**src/rtl/jtag_dr_pkg.sv**
```systemverilog
// Shared instruction codes and DR-length helpers for the JTAG data-register bank.
// Latency: none (declarations only); backpressure: n/a.
package jtag_dr_pkg;

  localparam int INSTR_W = 3;

  localparam logic [INSTR_W-1:0] I_BYPASS   = 3'd0;
  localparam logic [INSTR_W-1:0] I_IDCODE   = 3'd1;
  localparam logic [INSTR_W-1:0] I_SAMPLE   = 3'd2;
  localparam logic [INSTR_W-1:0] I_EXTEST   = 3'd3;
  localparam logic [INSTR_W-1:0] I_INTEST   = 3'd4;
  localparam logic [INSTR_W-1:0] I_USERCODE = 3'd5;
  localparam logic [INSTR_W-1:0] I_RUNBIST  = 3'd6;

  function automatic int max2(input int a, input int b);
    return (a > b) ? a : b;
  endfunction

  // Reserved code 7 falls through to the BYPASS length.
  function automatic int dr_len(input logic [INSTR_W-1:0] code, input int id_w,
                                input int bsr_w, input int uc_w, input int log_w);
    case (code)
      I_IDCODE:                     return id_w;
      I_SAMPLE, I_EXTEST, I_INTEST: return bsr_w;
      I_USERCODE:                   return uc_w;
      I_RUNBIST:                    return log_w;
      default:                      return 1;
    endcase
  endfunction

endpackage

```
**src/rtl/jtag_dr_bank_if.sv**
```systemverilog
// TAP-side and pad/core-side signal bundle for jtag_dr_bank.
// Latency: none (wires only); backpressure: n/a.
interface jtag_dr_bank_if
  import jtag_dr_pkg::*;
#(
  parameter int PIN_W  = 4,
  parameter int CORE_W = 4,
  parameter int UC_W   = 8,
  parameter int LOG_W  = 8
) ();

  logic               TDI;
  logic               CAPTUREDR;
  logic               SHIFTDR;
  logic               UPDATEDR;
  logic [INSTR_W-1:0] INSTR;
  logic [PIN_W-1:0]   PIN_IN;
  logic [CORE_W-1:0]  CORE_OUT;
  logic [LOG_W-1:0]   BIST_LOG;
  logic [PIN_W-1:0]   PIN_OUT;
  logic [CORE_W-1:0]  CORE_IN;
  logic [UC_W-1:0]    UC_OUT;
  logic               TDO;
  logic               LEN_ERR;

  modport master (
    output TDI, CAPTUREDR, SHIFTDR, UPDATEDR, INSTR, PIN_IN, CORE_OUT, BIST_LOG,
    input  PIN_OUT, CORE_IN, UC_OUT, TDO, LEN_ERR
  );

  modport slave (
    input  TDI, CAPTUREDR, SHIFTDR, UPDATEDR, INSTR, PIN_IN, CORE_OUT, BIST_LOG,
    output PIN_OUT, CORE_IN, UC_OUT, TDO, LEN_ERR
  );

endinterface

```
**src/rtl/jtag_dr_shift_chain.sv**
```systemverilog
// Shared DR shift register with variable-length TDI insertion; JTAG_DR_LENCHK_EN adds a shift-count check.
// Latency: capture/shift on posedge, TDO on following negedge; backpressure: none, TAP-paced.
module jtag_dr_shift_chain #(
  parameter int MAX_W = 32,
  parameter int PAR_W = 8,
  parameter int CW    = $clog2(MAX_W) + 1
) (
  input  logic             clk,
  input  logic             rst,
  input  logic             tdi,
  input  logic             capture,
  input  logic             shift,
  input  logic             update,
  input  logic [CW-1:0]    len,
  input  logic [MAX_W-1:0] cap_data,
  output logic [PAR_W-1:0] par,
  output logic             tdo,
  output logic             upd_en,
  output logic             len_err
);

  logic [MAX_W-1:0] sr_q;
  logic [MAX_W-1:0] sr_dn;
  logic [MAX_W-1:0] mask;
  logic [MAX_W-1:0] shifted;
  logic             len_ok;

  assign sr_dn = sr_q >> 1;

  // Bits at or above the selected length hold their value while shifting.
  always_comb begin
    mask    = '0;
    shifted = sr_q;
    for (int i = 0; i < MAX_W; i++) begin
      if (i < int'(len)) mask[i] = 1'b1;
      if (i + 1 < int'(len))       shifted[i] = sr_dn[i];
      else if (i + 1 == int'(len)) shifted[i] = tdi;
    end
  end

  always_ff @(posedge clk) begin
    if (rst)          sr_q <= '0;
    else if (capture) sr_q <= cap_data & mask;
    else if (shift)   sr_q <= shifted;
  end

  always_ff @(negedge clk) begin
    if (rst) tdo <= 1'b0;
    else     tdo <= sr_q[0];
  end

  assign par = sr_q[PAR_W-1:0];

`ifdef JTAG_DR_LENCHK_EN
  logic [CW-1:0] cnt;
  logic          err;

  always_ff @(posedge clk) begin
    if (rst) begin
      cnt <= '0;
      err <= 1'b0;
    end else if (capture) begin
      cnt <= '0;
      err <= 1'b0;
    end else if (shift) begin
      if (cnt != {CW{1'b1}}) cnt <= cnt + CW'(1);
    end else if (update && (cnt != len)) begin
      err <= 1'b1;
    end
  end

  assign len_ok  = (cnt == len);
  assign len_err = err;
`else
  assign len_ok  = 1'b1;
  assign len_err = 1'b0;
`endif

  assign upd_en = update & ~capture & ~shift & len_ok;

endmodule

```
**src/rtl/jtag_dr_bank.sv**
```systemverilog
// JTAG DR bank (BYPASS/IDCODE/BSR/USERCODE/RUNBIST) on one shift chain; JTAG_DR_LENCHK_EN enables LEN_ERR.
// Latency: capture/update on posedge TCK, TDO one negedge later; backpressure: none, TAP-paced.
module jtag_dr_bank
  import jtag_dr_pkg::*;
#(
  parameter int              PIN_W    = 4,
  parameter int              CORE_W   = 4,
  parameter int              ID_W     = 32,
  parameter logic [ID_W-1:0] ID_VALUE = 32'h0000_00A1,
  parameter int              UC_W     = 8,
  parameter logic [UC_W-1:0] UC_RESET = 8'h01,
  parameter int              LOG_W    = 8
) (
  input  logic          TCK,
  input  logic          RST,
  jtag_dr_bank_if.slave dr
);

  localparam int BSR_W = PIN_W + CORE_W;
  localparam int MAX_W = max2(max2(1, ID_W), max2(max2(BSR_W, UC_W), LOG_W));
  localparam int PAR_W = max2(BSR_W, UC_W);
  localparam int CW    = $clog2(MAX_W) + 1;

  logic [BSR_W-1:0] upd;
  logic [UC_W-1:0]  uc;
  logic [MAX_W-1:0] cap;
  logic [PAR_W-1:0] par;
  logic [CW-1:0]    len;
  logic             upd_en;
  logic             tdo;
  logic             len_err;

  assign len = CW'(dr_len(dr.INSTR, ID_W, BSR_W, UC_W, LOG_W));

  always_comb begin
    cap = '0;
    case (dr.INSTR)
      I_IDCODE:           cap[ID_W-1:0]  = ID_VALUE | ID_W'(1);
      I_SAMPLE, I_EXTEST: cap[BSR_W-1:0] = {dr.PIN_IN, dr.CORE_OUT};
      // INTEST observes the pad side from the update stage rather than the pins.
      I_INTEST:           cap[BSR_W-1:0] = {upd[BSR_W-1:CORE_W], dr.CORE_OUT};
      I_USERCODE:         cap[UC_W-1:0]  = uc;
      I_RUNBIST:          cap[LOG_W-1:0] = dr.BIST_LOG;
      default:            cap            = '0;
    endcase
  end

  jtag_dr_shift_chain #(
    .MAX_W (MAX_W),
    .PAR_W (PAR_W),
    .CW    (CW)
  ) u_chain (
    .clk      (TCK),
    .rst      (RST),
    .tdi      (dr.TDI),
    .capture  (dr.CAPTUREDR),
    .shift    (dr.SHIFTDR),
    .update   (dr.UPDATEDR),
    .len      (len),
    .cap_data (cap),
    .par      (par),
    .tdo      (tdo),
    .upd_en   (upd_en),
    .len_err  (len_err)
  );

  always_ff @(posedge TCK) begin
    if (RST) begin
      upd <= '0;
      uc  <= UC_RESET;
    end else if (upd_en) begin
      case (dr.INSTR)
        I_SAMPLE, I_EXTEST, I_INTEST: upd <= par[BSR_W-1:0];
        I_USERCODE:                   uc  <= par[UC_W-1:0];
        default:                      ;
      endcase
    end
  end

  assign dr.PIN_OUT = (dr.INSTR == I_EXTEST) ? upd[BSR_W-1:CORE_W] : '0;
  assign dr.CORE_IN = (dr.INSTR == I_INTEST) ? upd[CORE_W-1:0] : '0;
  assign dr.UC_OUT  = uc;
  assign dr.TDO     = tdo;
  assign dr.LEN_ERR = len_err;

endmodule

```
**src/flat_wrapper.sv**
```systemverilog
// flat-port wrapper written by rule: the top's interface ports become plain ports
module jtag_dr_bank_flat import jtag_dr_pkg::*;
#(
  parameter int              PIN_W    = 4,
  parameter int              CORE_W   = 4,
  parameter int              ID_W     = 32,
  parameter logic [ID_W-1:0] ID_VALUE = 32'h0000_00A1,
  parameter int              UC_W     = 8,
  parameter logic [UC_W-1:0] UC_RESET = 8'h01,
  parameter int              LOG_W    = 8
)
  (TCK, RST, dr_TDI, dr_CAPTUREDR, dr_SHIFTDR, dr_UPDATEDR, dr_INSTR, dr_PIN_IN, dr_CORE_OUT, dr_BIST_LOG, dr_PIN_OUT, dr_CORE_IN, dr_UC_OUT, dr_TDO, dr_LEN_ERR);
  jtag_dr_bank_if #(.PIN_W(PIN_W), .CORE_W(CORE_W), .UC_W(UC_W), .LOG_W(LOG_W)) dr_i ();
  input  logic TCK;
  input  logic RST;
  input wire logic [$bits(dr_i.TDI)-1:0] dr_TDI;
  input wire logic [$bits(dr_i.CAPTUREDR)-1:0] dr_CAPTUREDR;
  input wire logic [$bits(dr_i.SHIFTDR)-1:0] dr_SHIFTDR;
  input wire logic [$bits(dr_i.UPDATEDR)-1:0] dr_UPDATEDR;
  input wire logic [$bits(dr_i.INSTR)-1:0] dr_INSTR;
  input wire logic [$bits(dr_i.PIN_IN)-1:0] dr_PIN_IN;
  input wire logic [$bits(dr_i.CORE_OUT)-1:0] dr_CORE_OUT;
  input wire logic [$bits(dr_i.BIST_LOG)-1:0] dr_BIST_LOG;
  output wire logic [$bits(dr_i.PIN_OUT)-1:0] dr_PIN_OUT;
  output wire logic [$bits(dr_i.CORE_IN)-1:0] dr_CORE_IN;
  output wire logic [$bits(dr_i.UC_OUT)-1:0] dr_UC_OUT;
  output wire logic [$bits(dr_i.TDO)-1:0] dr_TDO;
  output wire logic [$bits(dr_i.LEN_ERR)-1:0] dr_LEN_ERR;
  assign dr_i.TDI = dr_TDI;
  assign dr_i.CAPTUREDR = dr_CAPTUREDR;
  assign dr_i.SHIFTDR = dr_SHIFTDR;
  assign dr_i.UPDATEDR = dr_UPDATEDR;
  assign dr_i.INSTR = dr_INSTR;
  assign dr_i.PIN_IN = dr_PIN_IN;
  assign dr_i.CORE_OUT = dr_CORE_OUT;
  assign dr_i.BIST_LOG = dr_BIST_LOG;
  assign dr_PIN_OUT = dr_i.PIN_OUT;
  assign dr_CORE_IN = dr_i.CORE_IN;
  assign dr_UC_OUT = dr_i.UC_OUT;
  assign dr_TDO = dr_i.TDO;
  assign dr_LEN_ERR = dr_i.LEN_ERR;
  jtag_dr_bank #(.PIN_W(PIN_W), .CORE_W(CORE_W), .ID_W(ID_W), .ID_VALUE(ID_VALUE), .UC_W(UC_W), .UC_RESET(UC_RESET), .LOG_W(LOG_W)) u_core (.TCK(TCK), .RST(RST), .dr(dr_i));
endmodule
```
**config.mk**
```make
export PLATFORM = sky130hd
export DESIGN_NAME = jtag_dr_bank_flat
export DESIGN_NICKNAME = d
export VERILOG_FILES = /design/src/rtl/jtag_dr_pkg.sv /design/src/rtl/jtag_dr_bank_if.sv /design/src/rtl/jtag_dr_shift_chain.sv /design/src/rtl/jtag_dr_bank.sv /design/src/flat_wrapper.sv
export SDC_FILE = /design/constraint.sdc
export NUM_CORES = 1
export LEC_CHECK = 0
export CAP_MARGIN = 20
export CELL_PAD_IN_SITES_DETAIL_PLACEMENT = 1
export CELL_PAD_IN_SITES_GLOBAL_PLACEMENT = 2
export CORE_MARGIN = 3
export CORE_UTILIZATION = 25
export CTS_CLUSTER_SIZE = 28
export DETAILED_ROUTE_END_ITERATION = 8
export PLACE_DENSITY_LB_ADDON = 0.1
export SLEW_MARGIN = 15
export SYNTH_ARGS = -nofsm -noshare
export SYNTH_HDL_FRONTEND = slang
export SYNTH_SLANG_ARGS = --single-unit
```
**constraint.sdc**
```tcl
create_clock -name TCK -period 1.9 [get_ports TCK]
set_input_delay 0.285 -clock TCK [delete_from_list [all_inputs] [get_ports TCK]]
set_output_delay 0.285 -clock TCK [all_outputs]
set_load 0.02 [all_outputs]
```
; ---- Yosys cells after proc, flatten, opt, wreduce, memory -nomap -nowiden
; Index checks and enable logic that the tools add are counted.
; W data, S select, Z words.
[word_totals]
inputBits = 25
ff_bits = 49
output_inout_bits = 18
wordCells = 283
[classes]
n_reduce_logical = 70
n_mux = 102
n_lt_le_gt_ge = 33
bitwise = 5
n_eq_ne = 38
[op_table]
columns = op, count
row1 = $eq A6 B6 Y1 const A, 17
row2 = $lt A5 B6 Y1 const A, 16
row3 = $mux W1, 96
row4 = $reduce_bool A3 Y1, 32
row5 = $reduce_and A2 Y1, 34
row6 = $mux W32, 2
row7 = $eq A5 B6 Y1 const A, 8
row8 = $lt A4 B6 Y1 const A, 8
row9 = $pmux W8 S5, 1
row10 = $and A8 B32 Y32, 1
row11 = $eq A4 B6 Y1 const A, 4
row12 = $lt A3 B6 Y1 const A, 4
row13 = $eq A3 B6 Y1 const A, 2
row14 = $lt A1 B6 Y1 const A, 2
row15 = $lt A2 B6 Y1 const A, 2
row16 = $pmux W6 S2, 1
row17 = $eq A3 B3 Y1 const B, 3
row18 = $mux W4, 2
row19 = $eq A2 B6 Y1 const A, 1
row20 = $eq A3 B2 Y1 const B, 2
row21 = $lt A6 B6 Y1 const A, 1
row22 = $reduce_or A5 Y1, 1
row23 = $eq A3 B1 Y1 const B, 1
row24 = $reduce_or A3 Y1, 1
row25 = other kinds (4), 6

; ---- Logic depth before layout (Yosys ltp)
; Gate-level depths: netlist of run 1.
[depth]
ltp_word = 8
depth_mapped = 7
depth_no_buf = 4

; ---- By module
; A second synthesis of run 1 with hierarchy kept.
[hier_totals]
hier_cells = 442
area_unflattened_um2 = 3427.0
[by_module_without_submodules]
columns = mod, instances, area_each_um2, seq_area_each_um2, cells_each
row1 = jtag_dr_shift_chain, 1, 2411.1, 660.6, 320
row2 = jtag_dr_bank, 1, 1016.0, 320.3, 122

==> results.yml, run 1 <==
final_layout:
  layout-area-overhead-vs-synth_pct: 33.4
  nFillCells: 1037
  utilization_pct: 34.6
  nNetsFinal: 348
  drive_above_1_share_pct: 16.7
  antenna_cells: 0
worst_setup_path:
  r2r_end: "u_core.u_chain.tdo$_SDFF_NP0_"
  critPathCapture: "dr_TDO"
  cp-end-kind: "output pin"
  crit_family: "flip-flops"
  rrSetupSlack_ns: 0.41
  r2r-start: "u_core.u_chain.sr_q[0]$_SDFFE_PP0P_"
  ff2ff_path_depth: 2
  critPathMaxStageDelay_ns: 0.30
  crit_start: "u_core.u_chain.tdo$_SDFF_NP0_"
  crit_chain: "buf_6"
  critPathBufInv: 1
  crit_fanout: 1
  start_kind: "flop"
  criticalPathCategory: "reg -> out"
  worst_ep_required_time_ns: 1.62
  crit_arrival_ns: 1.72
  slowest_stage: "dfxtp_2"
  path_depth: 1
synthesis:
  synth_top_family_by_area: "simple AND/OR/NAND/NOR gates"
  ys_seq_area_share_pct: 43.1
  yosys.area_share.xor_xnor_pct: 0
  synth_area_um2: 2270
  syn_nets: 294
  synthDistinctLibCells: 44
  synthTopCellsByCount: "63 x nand2_1, 49 x dfxtp_1, 30 x a21oi_1, 22 x mux2i_1, 20 x nor2_1"
  synthMuxAreaShare_pct: 12.7
  yosysTopAreaCell: "dfxtp_1"
  netlist_top_cells_area: "dfxtp_1 43%, nand2_1 10%, mux2i_1 9.7%"
  synth-async-reset-ratio_pct: 0
  synth.most_common_cell: "nand2_1"
  synth_ff_type: "dfxtp_1"
  postSynthCellCount: 269
  synth_compound_area_share_pct: 15.2
  synth-seq-cells: 49
  yosys.area_share.simple_pct: 22.8
  synth_area_per_cell_um2: 8.45
  synth-warning-count: 0
  yosysTopAreaCellShare_pct: 43.1
  synth_edf_count: 0
  synth-adder-area-share_pct: 0
route:
  wl_met1_um: 3280
  routed.top_layer: "met4"
  wl_per_cell_um: 15.2
  viasPerCell: 4.67
  via_count: 2016
  wl_um: 6580
  dr_wl_met3_um: 211
  drc: 0
  first_pass_iters: 4
  drtIter0Drc: 71
  wl_met2_um: 3040
  ant_nets: 0
cts:
  cts_tree: "done"
  cts_root_buffer: "clkbuf_8"
  cts_resized: 25
  cts_setup_buffers: 0
  clkLatencyLatePin_ns: 0.35
  clockBufferDepth: 2
  cts.reportedPaths.clkPinSlew_ns: 0.09
  cts_sinks: 49
  cts_made_buffers: 5
  cts_hold_buf: 0
  htree_levels: 2
global_routing:
  grt_pass1_vias: 2055
  grt_pass1_wl_um: 10700
  grt_overflow: 0
  antenna_found_initial: 0
  grt_max_degree: 26
  grt_usage_pct: 13.3
floorplan:
  fp.dieW_um: 101
  core_um2: 8760
  die_y_um: 101
  dieArea_um2: 10300
  rows: 34
  ios: 43
  initial_utilization_pct: 25.9
pwr:
  powerDensity_nw_per_um2: 646
  p_leak_nw: 1.22
  vdd_drop_max_v: 0.000296
min_path:
  hp-class: "reg -> reg"
  min_from: "u_core.u_chain.sr_q[21]$_SDFFE_PP0P_"
flow_run:
  cap_violations: 0
timing:
  hold_viol: 0
  finalMaxSlewViolations: 0
  fin_ws_ns: -0.106
  clock_skew_ns: 0.0520
  rsz0062_at_grt: "true"
  hold_slack_ns: 0.458
  setup_viol: 1
status:
  failed_checks: "setup timing"
  status: "finished, violations left"
placement:
  hpwlAfterDp_um: 4730
  port-buffer-count: 41
  place.gp.congestion: 0.760
[area by class of cell]
type	count	area [um^2]	area share, %
multi-input cells	193	1160	38.2
flip-flops and latches	49	982	32.4
inverters	4	15.0	0.495
clock buffers	6	72.6	2.39
clock inverters	3	18.8	0.619
repair buffers	69	651	21.5
well taps	108	135	4.46
[flip-flops by register name, indices dropped and copies added (netlist names)]
name	flops
u_core.dr.UC_OUT	8
u_core.u_chain.sr_q	32
u_core.u_chain.tdo	1
u_core.upd	8
[cells by family after synthesis]
kind of cell | Yosys count
compound gates | 52
buf+inv | 27
flops | 49
mux | 28
other cells | 1
simple gates | 112
[routing by layer]
metal  vias to the layer above  GRT usage [%]
met5                         -              0
met4                         0           3.37
met1                       967           17.8
met3                         2           2.96
li1                       1020              -
met2                        27           21.8
[cell usage in the layout, fill, tap and decap left out, types with 3 or more instances in the layout]
cell,n
buf_2,4
nor2_1,20
clkdlybuf4s15_1,3
inv_1,4
mux2i_1,22
a211oi_1,3
and2_1,4
a41o_1,3
mux2_2,6
clkdlybuf4s50_1,32
dfxtp_1,48
and3_1,5
buf_12,4
clkbuf_8,5
a21oi_1,30
buf_4,24
a221oi_1,4
nand2_1,63
[power by group]
part | switching (mW) | internal, mW
Combinational | 0.129 | 0.140
Sequential | 0.0172 | 1.04
Clock | 0.366 | 0.263
Total | 0.513 | 1.45
[worst min path at each step]
stage | to | cells after the start
finish | u_core.u_chain.sr_q[20]$_SDFFE_PP0P_ | 2
global route | u_core.u_chain.sr_q[20]$_SDFFE_PP0P_ | 2
CTS | u_core.u_chain.sr_q[22]$_SDFFE_PP0P_ | 2
detailed placement | u_core.u_chain.sr_q[8]$_SDFFE_PP0P_ | 2
global placement | u_core.u_chain.sr_q[22]$_SDFFE_PP0P_ | 2
floorplan | u_core.u_chain.sr_q[31]$_SDFFE_PP0P_ | 2
[stage by stage]
stage	area, um^2	setup slack [ns]	power, mW	setup TNS [ns]	std cells
floorplan	2280	0.00945	1.23	0	269
global placement	2960	-0.313	1.36	-6.67	424
detailed placement	2960	-0.308	1.36	-7.34	424
CTS	3050	-0.120	2.00	-0.120	432
global route	3030	-0.150	2.08	-0.150	432
finish	3030	-0.106	1.96	-0.106	432
(Power assumes the default switching activity.)
==> run 2, diff against run 1 <==
Settings changed: CORE_UTILIZATION 25 to 30.
==> run 2 against run 1 <==
Compared with the run above:
- the run still ends with setup timing left
- setup slack worse by 0.015 ns
- sequential power hardly changed
- routed wire length down 5.5%
- sequential cell count stayed put
- clock skew up 0.012 ns
- count of clock-buffer cells in the layout is the same
- critical path depth stayed put
- global-route usage increased by 1.8 points
- utilization increased by 7.2 points
- worst hold slack worse by 0.0038 ns
- register-to-register slack lost 0.03 ns
- die area shrank 16%
- critical endpoint unchanged
==> results.yml, run 2 (synthesis results as in run 1) <==
worst_setup_path:
  critPathBufInv: 1
  cp-end-kind: "output pin"
  criticalPathCategory: "reg -> out"
  crit_family: "flip-flops"
  worst_ep_required_time_ns: 1.62
  slowest_stage: "dfxtp_2"
  crit_chain: "buf_6"
  crit_arrival_ns: 1.74
  critPathMaxStageDelay_ns: 0.31
  crit_fanout: 1
  start_kind: "flop"
flow_run:
  cap_violations: 0
floorplan:
  die_y_um: 93.1
  fp.dieW_um: 93.1
  ios: 43
  rows: 31
  initial_utilization_pct: 31.2
  dieArea_um2: 8660
  core_um2: 7290
placement:
  preCtsSetupSlack_ns: -0.375
  port-buffer-count: 41
  hpwlAfterDp_um: 4560
  placed_cell_area_um2: 2950
  place.gp.congestion: 0.803
  dpl.cell_count: 416
global_routing:
  grt_overflow: 0
  grt_max_degree: 26
  antenna_found_initial: 0
  grt_usage_pct: 15.2
  grt_pass1_vias: 2104
  grt_pass1_wl_um: 10500
pwr:
  seqPwrFrac_pct: 50.1
  p_int_mw: 1.61
  powerDensity_nw_per_um2: 692
  vdd_drop_max_v: 0.000236
  switching_share_pct: 23.7
  clkPwrFrac_pct: 37.2
  combPwrFrac_pct: 12.7
  p_leak_nw: 1.25
  switchingPower_uw: 500
  p_total_mw: 2.11
cts:
  cts_made_buffers: 5
  cts_root_buffer: "clkbuf_8"
  clkLatencyLatePin_ns: 0.36
  cts.reportedPaths.clkPinSlew_ns: 0.09
  cts_hold_buf: 0
  cts_tree: "done"
  cts_sinks: 49
  htree_levels: 2
  clockBufferDepth: 2
route:
  drc: 0
  via_count: 2021
  drtIter0Drc: 98
  wl_um: 6220
  wl_per_cell_um: 14.6
  ant_nets: 0
  first_pass_iters: 4
  viasPerCell: 4.76
final_layout:
  regMostFlops: "u_core.u_chain.sr_q"
  layout_common_cells: "63 x nand2_1, 48 x dfxtp_1, 30 x a21oi_1, 30 x clkdlybuf4s50_1, 27 x buf_4"
  fin_area_um2: 3050
  antenna_cells: 0
  nNetsFinal: 350
  final_common_cell: "nand2_1"
  nFillCells: 906
  drive_above_1_share_pct: 17.8
  largest_reg_flops: 32
  utilization_pct: 41.8
  final_cells: 425
  layout-area-overhead-vs-synth_pct: 34.2
timing:
  clock_skew_ns: 0.0636
  hold_viol: 0
  final.setup.tns_ns: -0.121
  finalMaxSlewViolations: 0
  fin_ws_ns: -0.121
  setup_viol: 1
  hold_slack_ns: 0.454
  rsz0062_at_grt: "true"
min_path:
  hp-class: "reg -> reg"
status:
  status: "finished, violations left"
  failed_checks: "setup timing"
run 2: cell count changes in the layout (fill, tap and decap cells not counted), moves of 2 or more:
cell,before,now
buf_4,24,27
clkdlybuf4s15_1,3,0
buf_2,4,0
dlygate4sd2_1,1,5
clkdlybuf4s50_1,32,30
clkbuf_2,0,4
run 2: repair_timing:
action | 4_1_cts | 5_1_grt
setup endpoints to repair | 9 | 5
setup buffers | 1 | 0
resized for setup | 20 | 8
cloned | 0 | 0
pin swaps | 0 | 0
run 2: power by group through the flow:
| stage | registers, mW | clock network, mW | logic (mW) |
|---|---|---|---|
| 2_1_floorplan | 1.08 | 0.00659 | 0.141 |
| 3_3_place_gp | 1.08 | 0.00659 | 0.267 |
| 3_5_place_dp | 1.08 | 0.00659 | 0.269 |
| 4_1_cts | 1.06 | 0.827 | 0.270 |
| 5_1_grt | 1.06 | 0.868 | 0.293 |
| 6_report | 1.06 | 0.787 | 0.268 |
run 2: final timing paths:
check | from | to | slack [ns] | cells after the start
min reg2reg | u_core.u_chain.sr_q[27]$_SDFFE_PP0P_ | u_core.u_chain.sr_q[26]$_SDFFE_PP0P_ | 0.45 | 2
max reg2reg | u_core.u_chain.sr_q[0]$_SDFFE_PP0P_ | u_core.u_chain.tdo$_SDFF_NP0_ | 0.38 | 2
min | u_core.u_chain.sr_q[27]$_SDFFE_PP0P_ | u_core.u_chain.sr_q[26]$_SDFFE_PP0P_ | 0.45 | 2
max | u_core.u_chain.tdo$_SDFF_NP0_ | dr_TDO | -0.12 | 1
run 2: layout make-up:
class | instances | area (um^2) | area share, %
multi-input combinational | 193 | 1160 | 37.9
sequential | 49 | 982 | 32.2
timing repair buffer | 71 | 649 | 21.3
tap | 99 | 124 | 4.06
clock buffer | 6 | 82.6 | 2.71
clock inverter | 3 | 41.3 | 1.35
inverter | 4 | 15.0 | 0.492
run 2: routing by layer:
layer / global-route usage [%] / share of wire [%] / vias up
li1: - / - / 1028
met1: 21.0 / 50 / 960
met2: 24.4 / 46 / 28
met3: 2.82 / 3.1 / 5
met4: 3.66 / 0.77 / 0
met5: 0 / 0 / -
